--- src/rtl/wb_pkg.sv ---
// Shared types and constants for the register-file writeback controller.
package wb_pkg;

    localparam int DATA_W   = 32;
    localparam int ADDR_W   = 3;
    localparam int NUM_REGS = 8;

    typedef enum logic {
        WB_SRC_ID  = 1'b0,
        WB_SRC_ALU = 1'b1
    } wb_src_t;

    typedef struct packed {
        logic              valid;
        logic [ADDR_W-1:0] addr;
        logic [DATA_W-1:0] data;
    } wb_entry_t;

endpackage

--- src/rtl/wb_skid_fifo.sv ---
// Circular deferral buffer for ID-stage writes, with squash-by-address and per-entry taps.
module wb_skid_fifo import wb_pkg::*; #(
    parameter int  SKID_DEPTH = 2,
    localparam int CNT_W      = $clog2(SKID_DEPTH + 1),
    localparam int PTR_W      = (SKID_DEPTH > 1) ? $clog2(SKID_DEPTH) : 1
) (
    input  logic              clk,
    input  logic              reset,
    input  logic              push,
    input  wb_entry_t         push_entry,
    input  logic              pop,
    input  logic              squash,
    input  logic [ADDR_W-1:0] squash_addr,
    output logic [CNT_W-1:0]  count,
    output logic              full,
    output logic [PTR_W-1:0]  head_ptr,
    output wb_entry_t         entries [SKID_DEPTH]
);

    wb_entry_t        mem [SKID_DEPTH];
    logic [PTR_W-1:0] tail_ptr;

    function automatic logic [PTR_W-1:0] ptr_inc(input logic [PTR_W-1:0] p);
        return (p == PTR_W'(SKID_DEPTH - 1)) ? '0 : p + 1'b1;
    endfunction

    assign full = (count == CNT_W'(SKID_DEPTH));

    always_comb begin
        for (int i = 0; i < SKID_DEPTH; i++) begin
            entries[i] = mem[i];
        end
    end

    // Squash first, then push: an entry written this edge is younger than the ALU write and survives.
    always_ff @(posedge clk or negedge reset) begin
        if (!reset) begin
            for (int i = 0; i < SKID_DEPTH; i++) begin
                mem[i] <= '0;
            end
            head_ptr <= '0;
            tail_ptr <= '0;
            count    <= '0;
        end else begin
            for (int i = 0; i < SKID_DEPTH; i++) begin
                if (squash && (mem[i].addr == squash_addr)) begin
                    mem[i].valid <= 1'b0;
                end
            end
            if (pop) begin
                mem[head_ptr].valid <= 1'b0;
                head_ptr            <= ptr_inc(head_ptr);
            end
            if (push) begin
                mem[tail_ptr] <= push_entry;
                tail_ptr      <= ptr_inc(tail_ptr);
            end
            case ({push, pop})
                2'b10:   count <= count + 1'b1;
                2'b01:   count <= count - 1'b1;
                default: count <= count;
            endcase
        end
    end

endmodule

--- src/rtl/reg_writeback_ctrl.sv ---
// Register-file writer: ALU/ID arbitration, ID deferral, registered write port, pending-write scoreboard.
// Optional forwarding outputs fwd_valid1/2, fwd_data1/2 are built when WB_FWD_EN is defined.
module reg_writeback_ctrl #(
    parameter int DATA_W     = 32,
    parameter int ADDR_W     = 3,
    parameter int SKID_DEPTH = 2
) (
    input  logic              clk,
    input  logic              reset,
    input  logic              alu_valid,
    input  logic [ADDR_W-1:0] alu_addr,
    input  logic [DATA_W-1:0] alu_data,
    output logic              alu_ready,
    input  logic              id_valid,
    input  logic [ADDR_W-1:0] id_addr,
    input  logic [DATA_W-1:0] id_data,
    output logic              id_ready,
    output logic              write_enable,
    output logic [ADDR_W-1:0] write_addr,
    output logic [DATA_W-1:0] write_value_alu,
    output logic [DATA_W-1:0] write_value_id,
    output logic              write_data_sel,
    input  logic [ADDR_W-1:0] rd_addr1,
    input  logic [ADDR_W-1:0] rd_addr2,
    output logic              hazard1,
    output logic              hazard2,
    output logic [7:0]        pend_mask
`ifdef WB_FWD_EN
    ,
    output logic              fwd_valid1,
    output logic [DATA_W-1:0] fwd_data1,
    output logic              fwd_valid2,
    output logic [DATA_W-1:0] fwd_data2
`endif
);
    import wb_pkg::*;

    localparam int CNT_W = $clog2(SKID_DEPTH + 1);
    localparam int PTR_W = (SKID_DEPTH > 1) ? $clog2(SKID_DEPTH) : 1;

    logic             run;
    logic             alu_acc, id_acc, id_direct;
    logic             fifo_push, fifo_pop, fifo_empty, fifo_full;
    logic [CNT_W-1:0] fifo_count;
    logic [PTR_W-1:0] head_ptr;
    wb_entry_t        push_entry, head_entry;
    wb_entry_t        entries [SKID_DEPTH];

    wb_skid_fifo #(.SKID_DEPTH(SKID_DEPTH)) u_fifo (
        .clk         (clk),
        .reset       (reset),
        .push        (fifo_push),
        .push_entry  (push_entry),
        .pop         (fifo_pop),
        .squash      (alu_acc),
        .squash_addr (alu_addr),
        .count       (fifo_count),
        .full        (fifo_full),
        .head_ptr    (head_ptr),
        .entries     (entries)
    );

    // run gates both readies low while reset is held and for the release edge.
    assign alu_ready  = run;
    assign id_ready   = run && !fifo_full;
    assign alu_acc    = alu_valid && run;
    assign id_acc     = id_valid && id_ready;
    assign fifo_empty = (fifo_count == '0);
    assign fifo_pop   = !alu_acc && !fifo_empty;
    assign id_direct  = !alu_acc && fifo_empty && id_acc;
    assign fifo_push  = id_acc && !id_direct;
    assign push_entry = '{valid: 1'b1, addr: id_addr, data: id_data};
    assign head_entry = entries[head_ptr];

    always_ff @(posedge clk or negedge reset) begin
        if (!reset) begin
            run             <= 1'b0;
            write_enable    <= 1'b0;
            write_addr      <= '0;
            write_value_alu <= '0;
            write_value_id  <= '0;
            write_data_sel  <= WB_SRC_ID;
        end else begin
            run             <= 1'b1;
            write_enable    <= 1'b0;
            write_addr      <= '0;
            write_value_alu <= '0;
            write_value_id  <= '0;
            write_data_sel  <= WB_SRC_ID;
            if (alu_acc) begin
                write_enable    <= 1'b1;
                write_addr      <= alu_addr;
                write_value_alu <= alu_data;
                write_data_sel  <= WB_SRC_ALU;
            end else if (fifo_pop) begin
                // A squashed head still consumes its slot, leaving a bubble.
                if (head_entry.valid) begin
                    write_enable   <= 1'b1;
                    write_addr     <= head_entry.addr;
                    write_value_id <= head_entry.data;
                end
            end else if (id_direct) begin
                write_enable   <= 1'b1;
                write_addr     <= id_addr;
                write_value_id <= id_data;
            end
        end
    end

    always_comb begin
        pend_mask = '0;
        for (int i = 0; i < SKID_DEPTH; i++) begin
            if (entries[i].valid) begin
                pend_mask[entries[i].addr] = 1'b1;
            end
        end
        if (write_enable) begin
            pend_mask[write_addr] = 1'b1;
        end
    end

    assign hazard1 = pend_mask[rd_addr1];
    assign hazard2 = pend_mask[rd_addr2];

`ifdef WB_FWD_EN
    // Walk oldest to youngest so the last match left standing is the youngest pending value.
    always_comb begin
        logic [DATA_W-1:0] out_val;
        int                idx;
        out_val    = write_data_sel ? write_value_alu : write_value_id;
        fwd_valid1 = write_enable && (write_addr == rd_addr1);
        fwd_data1  = fwd_valid1 ? out_val : '0;
        fwd_valid2 = write_enable && (write_addr == rd_addr2);
        fwd_data2  = fwd_valid2 ? out_val : '0;
        for (int k = 0; k < SKID_DEPTH; k++) begin
            idx = int'(head_ptr) + k;
            if (idx >= SKID_DEPTH) begin
                idx = idx - SKID_DEPTH;
            end
            if (entries[idx].valid && (entries[idx].addr == rd_addr1)) begin
                fwd_valid1 = 1'b1;
                fwd_data1  = entries[idx].data;
            end
            if (entries[idx].valid && (entries[idx].addr == rd_addr2)) begin
                fwd_valid2 = 1'b1;
                fwd_data2  = entries[idx].data;
            end
        end
    end
`endif

endmodule

--- config.mk ---
export PLATFORM = sky130hd
export DESIGN_NAME = reg_writeback_ctrl
export DESIGN_NICKNAME = d
export VERILOG_FILES = /design/src/rtl/wb_pkg.sv /design/src/rtl/wb_skid_fifo.sv /design/src/rtl/reg_writeback_ctrl.sv
export SDC_FILE = /design/constraint.sdc
export NUM_CORES = 1
export LEC_CHECK = 0
export CELL_PAD_IN_SITES_DETAIL_PLACEMENT = 1
export CELL_PAD_IN_SITES_GLOBAL_PLACEMENT = 2
export CORE_MARGIN = 3
export CORE_UTILIZATION = 33
export DETAILED_ROUTE_END_ITERATION = 8
export GPL_ROUTABILITY_DRIVEN = 0
export GPL_TIMING_DRIVEN = 0
export PLACE_DENSITY_LB_ADDON = 0.3
export SYNTH_ARGS = -nofsm -noshare
export SYNTH_HDL_FRONTEND = slang
export SYNTH_SLANG_ARGS = --single-unit
--- constraint.sdc ---
create_clock -name clk -period 2.2 [get_ports clk]
set_input_delay 0.44 -clock clk [delete_from_list [all_inputs] [get_ports clk]]
set_output_delay 0.44 -clock clk [all_outputs]
set_load 0.03 [all_outputs]
==> results.json, run 1 <==
{
  "ff2ff_setup_slack_ns": 0.20,
  "nNetsFinal": 770,
  "diodes": 0,
  "final-setup-viol-count": 3,
  "maxCapViolCount": 0,
  "worstMarginPinSlew_ns": 0.941,
  "overflow": 0,
  "arrival_ns": 1.97,
  "power.share.clock": 0.238,
  "reg2reg_from": "u_fifo.entries[35]",
  "power_mw": 12.0,
  "fin_ws_ns": -0.215,
  "final_core_util": 0.499,
  "crit_start": "u_fifo.entries[33]",
  "grt_max_degree": 87,
  "crit_end": "hazard2",
  "period_share": 1.10,
  "hold_viol_final": 1,
  "tns_ns": -0.442,
  "dp_slack_ns": -0.654,
  "violations": "hold timing, setup timing",
  "postSynthCellCount": 490,
  "clk_pin_slew_ns": 0.06,
  "dieHeight_um": 146,
  "numPortBuffers": 159,
  "antenna_found_initial": 1,
  "p_sw_mw": 3.99,
  "intPower_mw": 8.03,
  "timing.rr.end": "write_value_id[27]",
  "critPathLaunchType": "register",
  "fin_skew_ns": 0.00669,
  "htreeDepth": 4,
  "r2r_cells": 6,
  "synth_area_leaders": "dfrtp_1, mux2_4, mux2_2",
  "start_util": 0.341,
  "ios": 161,
  "slew_violations": 0,
  "clock-sinks": 146,
  "clock_latency_ns": 0.41,
  "drt_iter0_markers": 160,
  "fin_crit_ns": 2.41,
  "firstDrtPassIters": 4,
  "synth_nets": 571,
  "cp.required_ns": 1.76,
  "outcome": "finished with violations",
  "synthesis.area_sq_mm": 0.00647,
  "synth_seq_cells": 146,
  "fmax_ghz": 0.414,
  "cts_root_buffer": "clkbuf_16",
  "whs_ns": -0.00674,
  "cts_tree": "yes",
  "drt-total-wl_mm": 18.1,
  "grtUsageTotal": 0.175,
  "synth.distinct_cells": 41,
  "ant_nets": 0,
  "ir_drop_v": 0.000544,
  "die_x_um": 146,
  "combPwrFrac": 0.412,
  "synth-edff-count": 0,
  "area_growth_pct": 46.2,
  "hp-class": "primary input to asynchronous set/reset pin",
  "end_kind": "primary output",
  "cts_buffers": 17,
  "die_area_sq_mm": 0.0213,
  "core.rowCount": 50,
  "holdBufCountCts": 0,
  "slew_headroom": 0.373,
  "vias_per_cell": 4.84,
  "hpwl_mm": 12.6,
  "rsz0062_at_grt": "yes",
  "synth_top_area_cell": "dfrtp_1",
  "crit_type": "register to primary output",
  "vias": 4649,
  "drive_above_1_share": 0.264,
  "worstPathMaxFanout": 8,
  "swShare": 0.332,
  "dominantRegCellSynth": "dfrtp_1",
  "clk_path_buf_depth": 2,
  "grt_first_pass_wirelength_mm": 29.6,
  "grt_pass1_vias": 5386,
  "syn_area_per_cell_sq_um": 13.2,
  "synth.top_cell.area_share": 0.565,
  "yosys_warnings": 0,
  "seqPwrFrac": 0.349,
  "wl_per_cell_um": 18.9,
  "drc": 0,
  "p_leak_nw": 4.23,
  "core_sq_mm": 0.0190,
  "synth_seq_area_share": 0.565,
  "power_density_mw_per_mm2": 1270,
  "synthArstFlopShare": 1.00
}
==> worst max-delay path: stages, from the launching register on <==
cell and delay, ns:
dfrtp_1 0.40, buf_8 0.15, nor4b_4 0.24, or3_4 0.19, o22ai_2 0.08, a2111oi_4 0.29, buf_4 0.21
==> power by group through the flow <==
| stage | registers, mW | logic [mW] | clock network [mW] |
|---|---|---|---|
| final | 4.20 | 4.96 | 2.87 |
| after global routing | 4.33 | 5.33 | 3.08 |
| after CTS | 4.20 | 4.96 | 2.95 |
| after detailed placement | 4.21 | 4.44 | 0 |
| after global placement | 4.14 | 4.31 | 0 |
| after floorplan | 4.54 | 2.55 | 0 |
==> layout by cell type, fill, tap and decap left out, drive strengths merged, types with 6 or more instances in the layout <==
cell | Yosys | final
nand3 | 8 | 8
o21ai | 33 | 33
clkbuf | 15 | 40
buf | 18 | 43
o22ai | 6 | 6
mux2i | 35 | 35
nand2 | 41 | 41
nand4b | 12 | 12
nor2 | 6 | 6
and3 | 32 | 32
dfrtp | 146 | 146
mux2 | 71 | 71
xnor2 | 6 | 6
nand4bb | 9 | 9
nand4 | 9 | 9
clkdlybuf4s50 | 0 | 147
==> sequential cells by signal (all words and copies together) (netlist names) <==
name             count
u_fifo.entries      72
write_value_alu     32
write_value_id      32
write_addr           3
u_fifo.count         2
alu_ready            1
u_fifo.head_ptr      1
u_fifo.tail_ptr      1
write_data_sel       1
write_enable         1
==> metrics by stage <==
step / instance area, sq um / instances / hold slack [ns]
3_3_place_gp: 8440 / 909 / 0.486
6_report: 9450 / 960 / -0.00674
2_1_floorplan: 6530 / 490 / 0.144
4_1_cts: 9410 / 959 / 0.0112
3_5_place_dp: 8470 / 910 / 0.460
5_1_grt: 9450 / 960 / 0.0194
==> cell type report <==
type                            instances  area (sq um)
Clock inverter                          8           103
Fill cell                            1946          9500
Clock buffer                           22           484
Timing Repair Buffer                  180          1760
Multi-Input combinational cell        307          2820
Sequential cell                       146          3660
Buffer                                 33           285
Inverter                                4          15.0
Tap cell                              260           325
==> cell usage after synthesis, drive strengths merged, types with 8 or more instances <==
cell type    n
nand4        9
mux2        71
and3        32
dfrtp      146
nand2       41
buf         18
o21ai       33
nand4bb      9
clkbuf      15
nand3        8
mux2i       35
nand4b      12
==> worst min-delay path by stage <==
stage / cells past startpoint / to / from
final: 1 / u_fifo.entries[19] / reset
after floorplan: 0 / alu_ready / reset
after CTS: 1 / u_fifo.entries[19] / reset
after global placement: 1 / u_fifo.entries[8] / u_fifo.entries[8]
after detailed placement: 1 / u_fifo.entries[19] / reset
after global routing: 1 / u_fifo.entries[19] / reset
==> kinds of logic after synthesis <==
kind of cell               share of synthesized area
DFF                                            0.565
and+or+nand+nor                                0.130
muxes                                          0.196
AOI/OAI and AO/OA                             0.0551
buffers and inverters                         0.0366
xor gates and xnor gates                      0.0149
adders and majority gates                    0.00193
other                                       0.000580
==> per-layer routing <==
layer  track usage  part of all wire  wire (um)
met1         0.215              0.43       7810
met2         0.308              0.53       9530
met3        0.0427             0.031        565
met4        0.0447             0.011        192
met5             0           0.00072         13
==> repair_timing <==
action,in CTS,in global routing
resized for setup,57,20
pin swaps,2,4
endpoints found under the setup margin,11,11
setup buffers,19,1
(Power assumes the default switching activity.)
==> run 2: changes to the inputs <==
--- a/config.mk
+++ b/config.mk
@@ -5,10 +5,11 @@
 export SDC_FILE = /design/constraint.sdc
 export NUM_CORES = 1
 export LEC_CHECK = 0
+export ABC_AREA = 1
 export CELL_PAD_IN_SITES_DETAIL_PLACEMENT = 1
 export CELL_PAD_IN_SITES_GLOBAL_PLACEMENT = 2
 export CORE_MARGIN = 3
-export CORE_UTILIZATION = 33
+export CORE_UTILIZATION = 29
 export DETAILED_ROUTE_END_ITERATION = 8
 export GPL_ROUTABILITY_DRIVEN = 0
 export GPL_TIMING_DRIVEN = 0
==> run 2 against run 1 <==
  * The flow now finishes without violations
  * Critical path depth is 2 higher
  * Register-to-register slack got worse by 0.02 ns
  * Combinational power decreased by 20%
  * Utilization down 7.2 points
  * Final cell count increased by 18%
  * Hold slack better by 0.022 ns
  * Fmax is 12% higher
  * Die area increased by 9.3%
  * Count of clock-buffer cells in the layout decreased by 3
  * Critical path type is now primary input to primary output
  * Largest cell class unchanged
  * Highest routed layer is now met4
==> results.json, run 2 <==
{
  "crit_buf_inv": 3,
  "hp-class": "primary input to asynchronous set/reset pin",
  "synth_seq_cells": 146,
  "outcome": "complete, no violations",
  "synth.top_cell.area_share": 0.586,
  "dieHeight_um": 153,
  "swShare": 0.364,
  "synth.distinct_cells": 30,
  "synth_nets": 743,
  "grtUsageTotal": 0.168,
  "p_sw_mw": 4.10,
  "die_area_sq_mm": 0.0233,
  "synth_most_common_cell": "dfrtp_1",
  "power.share.clock": 0.284,
  "final-setup-viol-count": 0,
  "combPwrFrac": 0.353,
  "holdBufCountCts": 0,
  "top_usage_layer": "met2",
  "p_leak_nw": 4.32,
  "vias_per_cell": 4.75,
  "seqPwrFrac": 0.363,
  "synth-edff-count": 0,
  "core_sq_mm": 0.0211,
  "fin_ws_ns": 0.0467,
  "synth_area_leaders": "dfrtp_1, nand2_1, inv_1",
  "fmax_ghz": 0.464,
  "clk_path_buf_depth": 2,
  "arrival_ns": 1.71,
  "mostFrequentLayoutCells": "clkdlybuf4s50_1, dfrtp_1, nand2_1",
  "hpwl_mm": 14.1,
  "power_mw": 11.3,
  "ff2ff_setup_slack_ns": 0.18,
  "grtUsageMet1": 0.213,
  "grt_first_pass_wirelength_mm": 31.7,
  "power_density_mw_per_mm2": 1250,
  "htreeDepth": 4,
  "cp.required_ns": 1.76,
  "mostFrequentLayoutCell": "clkdlybuf4s50_1",
  "cpPeakStageDelay_ns": 0.59,
  "firstDrtPassIters": 4,
  "netlist_top_cells_count": "dfrtp_1, nand2_1, inv_1, o21ai_0, nor2_1",
  "clock-sinks": 146,
  "diodes": 0,
  "critPathLaunchType": "primary input",
  "fin_area_sq_mm": 0.00899,
  "slew_headroom": 0.532,
  "intPower_mw": 7.17,
  "hold_viol_final": 0,
  "syn_area_per_cell_sq_um": 9.42,
  "placed_cell_area_sq_mm": 0.00821,
  "cts_tree": "yes",
  "rsz0062_at_grt": "yes",
  "clk_pin_slew_ns": 0.06,
  "end_kind": "primary output",
  "cpMaxStageDelayCell": "clkdlybuf4s50_1",
  "grt_util_met3": 0.0466,
  "fin_skew_ns": 0.0103,
  "worstPathMaxFanout": 5,
  "ios": 161,
  "dominantRegCellSynth": "dfrtp_1",
  "use_met2": 0.283,
  "start_util": 0.296,
  "area_growth_pct": 44.1,
  "worstMarginPinSlew_ns": 0.702,
  "grt_pass1_vias": 6050,
  "synth_top_area_cell": "dfrtp_1",
  "yosys_warnings": 0,
  "final_core_util": 0.426,
  "drive_above_1_share": 0.150,
  "synth_seq_area_share": 0.586,
  "grt_max_degree": 81,
  "synthesis.area_sq_mm": 0.00624,
  "vias": 5398,
  "numPortBuffers": 160,
  "core.rowCount": 53,
  "synthArstFlopShare": 1.00,
  "tns_ns": 0,
  "largest_reg_flops": 72,
  "overflow": 0,
  "slew_violations": 0,
  "period_share": 0.979,
  "cpLargestDelayFamily": "buffers and inverters",
  "antenna_found_initial": 0,
  "crit_top_cell": "nand2_1",
  "fin_crit_ns": 2.15,
  "ir_drop_v": 0.000664,
  "nNetsFinal": 931,
  "die_x_um": 153,
  "crit_type": "primary input to primary output",
  "maxCapViolCount": 0,
  "drt_iter0_markers": 203,
  "cts_root_buffer": "clkbuf_16",
  "ant_nets": 0,
  "dp_slack_ns": -0.579,
  "drc": 0,
  "clock_latency_ns": 0.41,
  "cts_buffers": 17,
  "postSynthCellCount": 662,
  "drt-total-wl_mm": 19.4,
  "crit_chain": "clkdlybuf4s50_1 -> inv_1 -> nand4_1 -> nand3_1 -> nand2_1 -> nand2_1 -> nand2_1 -> buf_6",
  "wl_per_cell_um": 17.0
}
run 2: changes by cell type after synthesis, moves of 31 or more:
cell     delta
nor2_1     +57
mux2_4     -31
o21ai_2    +35
and3_1     -32
mux2_2     -40
inv_1      +89
nand2_1    +69
o21ai_0    +33
run 2: power by group through the flow:
stage	registers (mW)	clock network, mW	logic (mW)
3_5_place_dp	4.04	0	3.96
5_1_grt	4.20	3.41	4.40
2_1_floorplan	4.35	0	2.08
4_1_cts	4.07	3.26	3.93
3_3_place_gp	3.99	0	3.80
6_report	4.09	3.20	3.97
run 2: worst paths after layout:
check | start | end | cells after the start
worst max-delay path | rd_addr1[0] | hazard1 | 8
worst min-delay path | reset | write_value_alu[25] | 1
worst max register to register | alu_ready | write_value_id[10] | 6
worst min register to register | u_fifo.entries[49] | u_fifo.entries[49] | 2
max in group asynchronous | reset | u_fifo.entries[1] | 2
min in group clk | u_fifo.entries[49] | u_fifo.entries[49] | 2
run 2: metrics by stage:
stage / std cells / hold WS (ns)
6_report: 1137 / 0.0148
5_1_grt: 1137 / 0.0602
4_1_cts: 1129 / 0.0404
3_5_place_dp: 1098 / 0.468
3_3_place_gp: 1097 / 0.460
2_1_floorplan: 662 / 0.144
run 2: logic make-up after synthesis:
family / Yosys count / share of synthesized area
other: 1 / 0.000601
xor gates and xnor gates: 4 / 0.00562
buffers and inverters: 131 / 0.0883
muxes: 10 / 0.0161
AOI/OAI and AO/OA: 142 / 0.146
adders and majority gates: 1 / 0.00201
DFF: 146 / 0.586
and+or+nand+nor: 227 / 0.155
run 2: metal layers:
layer / wire [um] / vias to the layer above
li1: - / 2530
met1: 8360 / 2698
met2: 9690 / 143
met3: 996 / 27
met4: 316 / 0
met5: 0 / -
run 2: final cells by class:
type,instances,area (sq um)
Buffer,31,178
Clock buffer,19,443
Clock inverter,12,203
Fill cell,2411,12100
Inverter,96,365
Multi-Input combinational cell,385,2070
Sequential cell,146,3670
Tap cell,275,344
Timing Repair Buffer,173,1710
run 2: repair_timing:
action / 4_1_cts / 5_1_grt
resized for setup: 35 / 27
cloned: 0 / 0
endpoints found under the hold margin: 0 / 0
endpoints found under the setup margin: 31 / 17
setup buffers: 4 / 8
pin swaps: 1 / 16
==> run 3: changes to the inputs <==
--- a/config.mk
+++ b/config.mk
@@ -9,7 +9,7 @@
 export CELL_PAD_IN_SITES_DETAIL_PLACEMENT = 1
 export CELL_PAD_IN_SITES_GLOBAL_PLACEMENT = 2
 export CORE_MARGIN = 3
-export CORE_UTILIZATION = 29
+export CORE_UTILIZATION = 25
 export DETAILED_ROUTE_END_ITERATION = 8
 export GPL_ROUTABILITY_DRIVEN = 0
 export GPL_TIMING_DRIVEN = 0
==> run 3 against run 2 <==
  * Sequential power decreased by 1%
  * Global-route usage decreased by 2.2 points
  * Cell area increased by 0.54%
  * Final cell count increased by 4.8%
  * Register-to-register slack about the same
  * The flow now finishes with violations (hold timing)
  * Hold slack got worse by 0.015 ns
  * Clock power decreased by 6%
  * Setup slack got worse by 0.0091 ns
  * Flip-flop and latch count unchanged
  * Critical endpoint is now hazard2
  * Critical path depth unchanged
  * Fmax decreased by 0.42%
==> results.json, run 3 (synthesis gave the netlist of run 2 again) <==
{
  "cpMaxStageDelayCell": "dfrtp_2",
  "stdcell_count": 1192,
  "largest_reg_flops": 72,
  "vias": 5235,
  "antenna_found_initial": 0,
  "htreeDepth": 4,
  "reg2reg_from": "alu_ready",
  "wl_per_cell_um": 16.1,
  "area_growth_pct": 44.9,
  "whs_ns": -0.000645,
  "crit_buf_inv": 2,
  "fin_skew_ns": 0.00976,
  "clock-sinks": 146,
  "tns_ns": 0,
  "drive_above_1_share": 0.144,
  "core.rowCount": 57,
  "vias_per_cell": 4.39,
  "crit_chain": "buf_4 -> nand4_1 -> nand4_1 -> nand3_1 -> nand2_1 -> nand2_1 -> nand2_1 -> buf_4",
  "clk_pin_slew_ns": 0.06,
  "final-setup-viol-count": 0,
  "dieHeight_um": 164,
  "p_leak_nw": 4.32,
  "die_area_sq_mm": 0.0269,
  "holdBufCountCts": 0,
  "clk_path_buf_depth": 2,
  "die_x_um": 164,
  "final_core_util": 0.371,
  "cpPeakStageDelay_ns": 0.45,
  "grt_pass1_vias": 5549,
  "fmax_ghz": 0.462,
  "rsz0062_at_grt": "yes",
  "violations": "hold timing",
  "period_share": 0.983,
  "hpwl_mm": 13.7,
  "grtUsageTotal": 0.145,
  "worstMarginPinSlew_ns": 0.672,
  "cp.required_ns": 1.76,
  "crit_top_cell": "nand2_1",
  "numPortBuffers": 160,
  "drc": 0,
  "drt_iter0_markers": 190,
  "crit_start": "u_fifo.entries[34]",
  "grt_first_pass_wirelength_mm": 30.3,
  "ant_nets": 0,
  "arrival_ns": 1.72,
  "power_density_mw_per_mm2": 1220,
  "slew_headroom": 0.552,
  "core_sq_mm": 0.0244,
  "overflow": 0,
  "crit_type": "register to primary output",
  "cts_root_buffer": "clkbuf_16",
  "firstDrtPassIters": 5,
  "cpLargestDelayFamily": "simple AND/OR/NAND/NOR gates",
  "ir_drop_v": 0.000629,
  "outcome": "finished with violations",
  "power_mw": 11.1,
  "placed_cells": 1147,
  "mostFrequentLayoutCell": "clkdlybuf4s50_1",
  "slew_violations": 0,
  "start_util": 0.256,
  "nNetsFinal": 936,
  "diodes": 0,
  "fin_crit_ns": 2.16,
  "cts_tree": "yes",
  "cts_buffers": 17,
  "mostFrequentLayoutCells": "clkdlybuf4s50_1, dfrtp_1, nand2_1",
  "end_kind": "primary output",
  "clock_latency_ns": 0.42,
  "maxCapViolCount": 0,
  "drt-total-wl_mm": 19.2,
  "hold_viol_final": 1,
  "critPathLaunchType": "register",
  "ios": 161,
  "grt_max_degree": 89,
  "hp-class": "primary input to asynchronous set/reset pin",
  "worstPathMaxFanout": 5
}
[run 3: area by class of cell]
type / count / area (sq um)
clock buffers: 20 / 457
repair buffers: 178 / 1760
clock inverters: 12 / 156
well taps: 324 / 405
flip-flops and latches: 146 / 3660
inverters: 96 / 363
multi-input cells: 385 / 2050
plain buffers: 31 / 179
fillers: 2842 / 15400
[run 3: repair_timing]
item	in CTS	in global routing
setup endpoints to repair	34	14
pin swaps	3	11
buffers inserted	5	12
gates resized for setup	32	18
[run 3: final timing paths]
| kind | end | slack (ns) | depth (start not counted) |
|---|---|---|---|
| setup / recovery | hazard2 | 0.04 | 8 |
| hold / removal | write_value_alu[26] | -0.0006 | 1 |
| setup reg to reg | write_value_id[10] | 0.17 | 6 |
| hold reg to reg | u_fifo.entries[30] | 0.48 | 2 |
| max in group asynchronous | u_fifo.entries[1] | 1.35 | 2 |
| min in group clk | u_fifo.entries[30] | 0.48 | 2 |
[run 3: metrics by stage]
step / area (sq um) / hold WS (ns) / worst slack (ns)
floorplan: 6240 / 0.144 / 0.265
global placement: 8240 / 0.460 / -5.67
detailed placement: 8270 / 0.467 / -0.690
CTS: 8920 / 0.0156 / -0.00564
global route: 9040 / 0.0307 / -0.0743
finish: 9040 / -0.000645 / 0.0376
[run 3: metal layers]
| metal | GRT usage | part of all wire |
|---|---|---|
| met5 | 0 | 0 |
| met4 | 0.0465 | 0.015 |
| met3 | 0.0328 | 0.036 |
| met2 | 0.244 | 0.50 |
| met1 | 0.186 | 0.45 |
[run 3: power by group]
| group | total (mW) | internal (mW) | switching (mW) |
|---|---|---|---|
| sequential | 4.05 | 3.55 | 0.501 |
| combinational | 3.99 | 1.62 | 2.37 |
| clock | 3.01 | 1.85 | 1.16 |
| total | 11.1 | 7.02 | 4.04 |
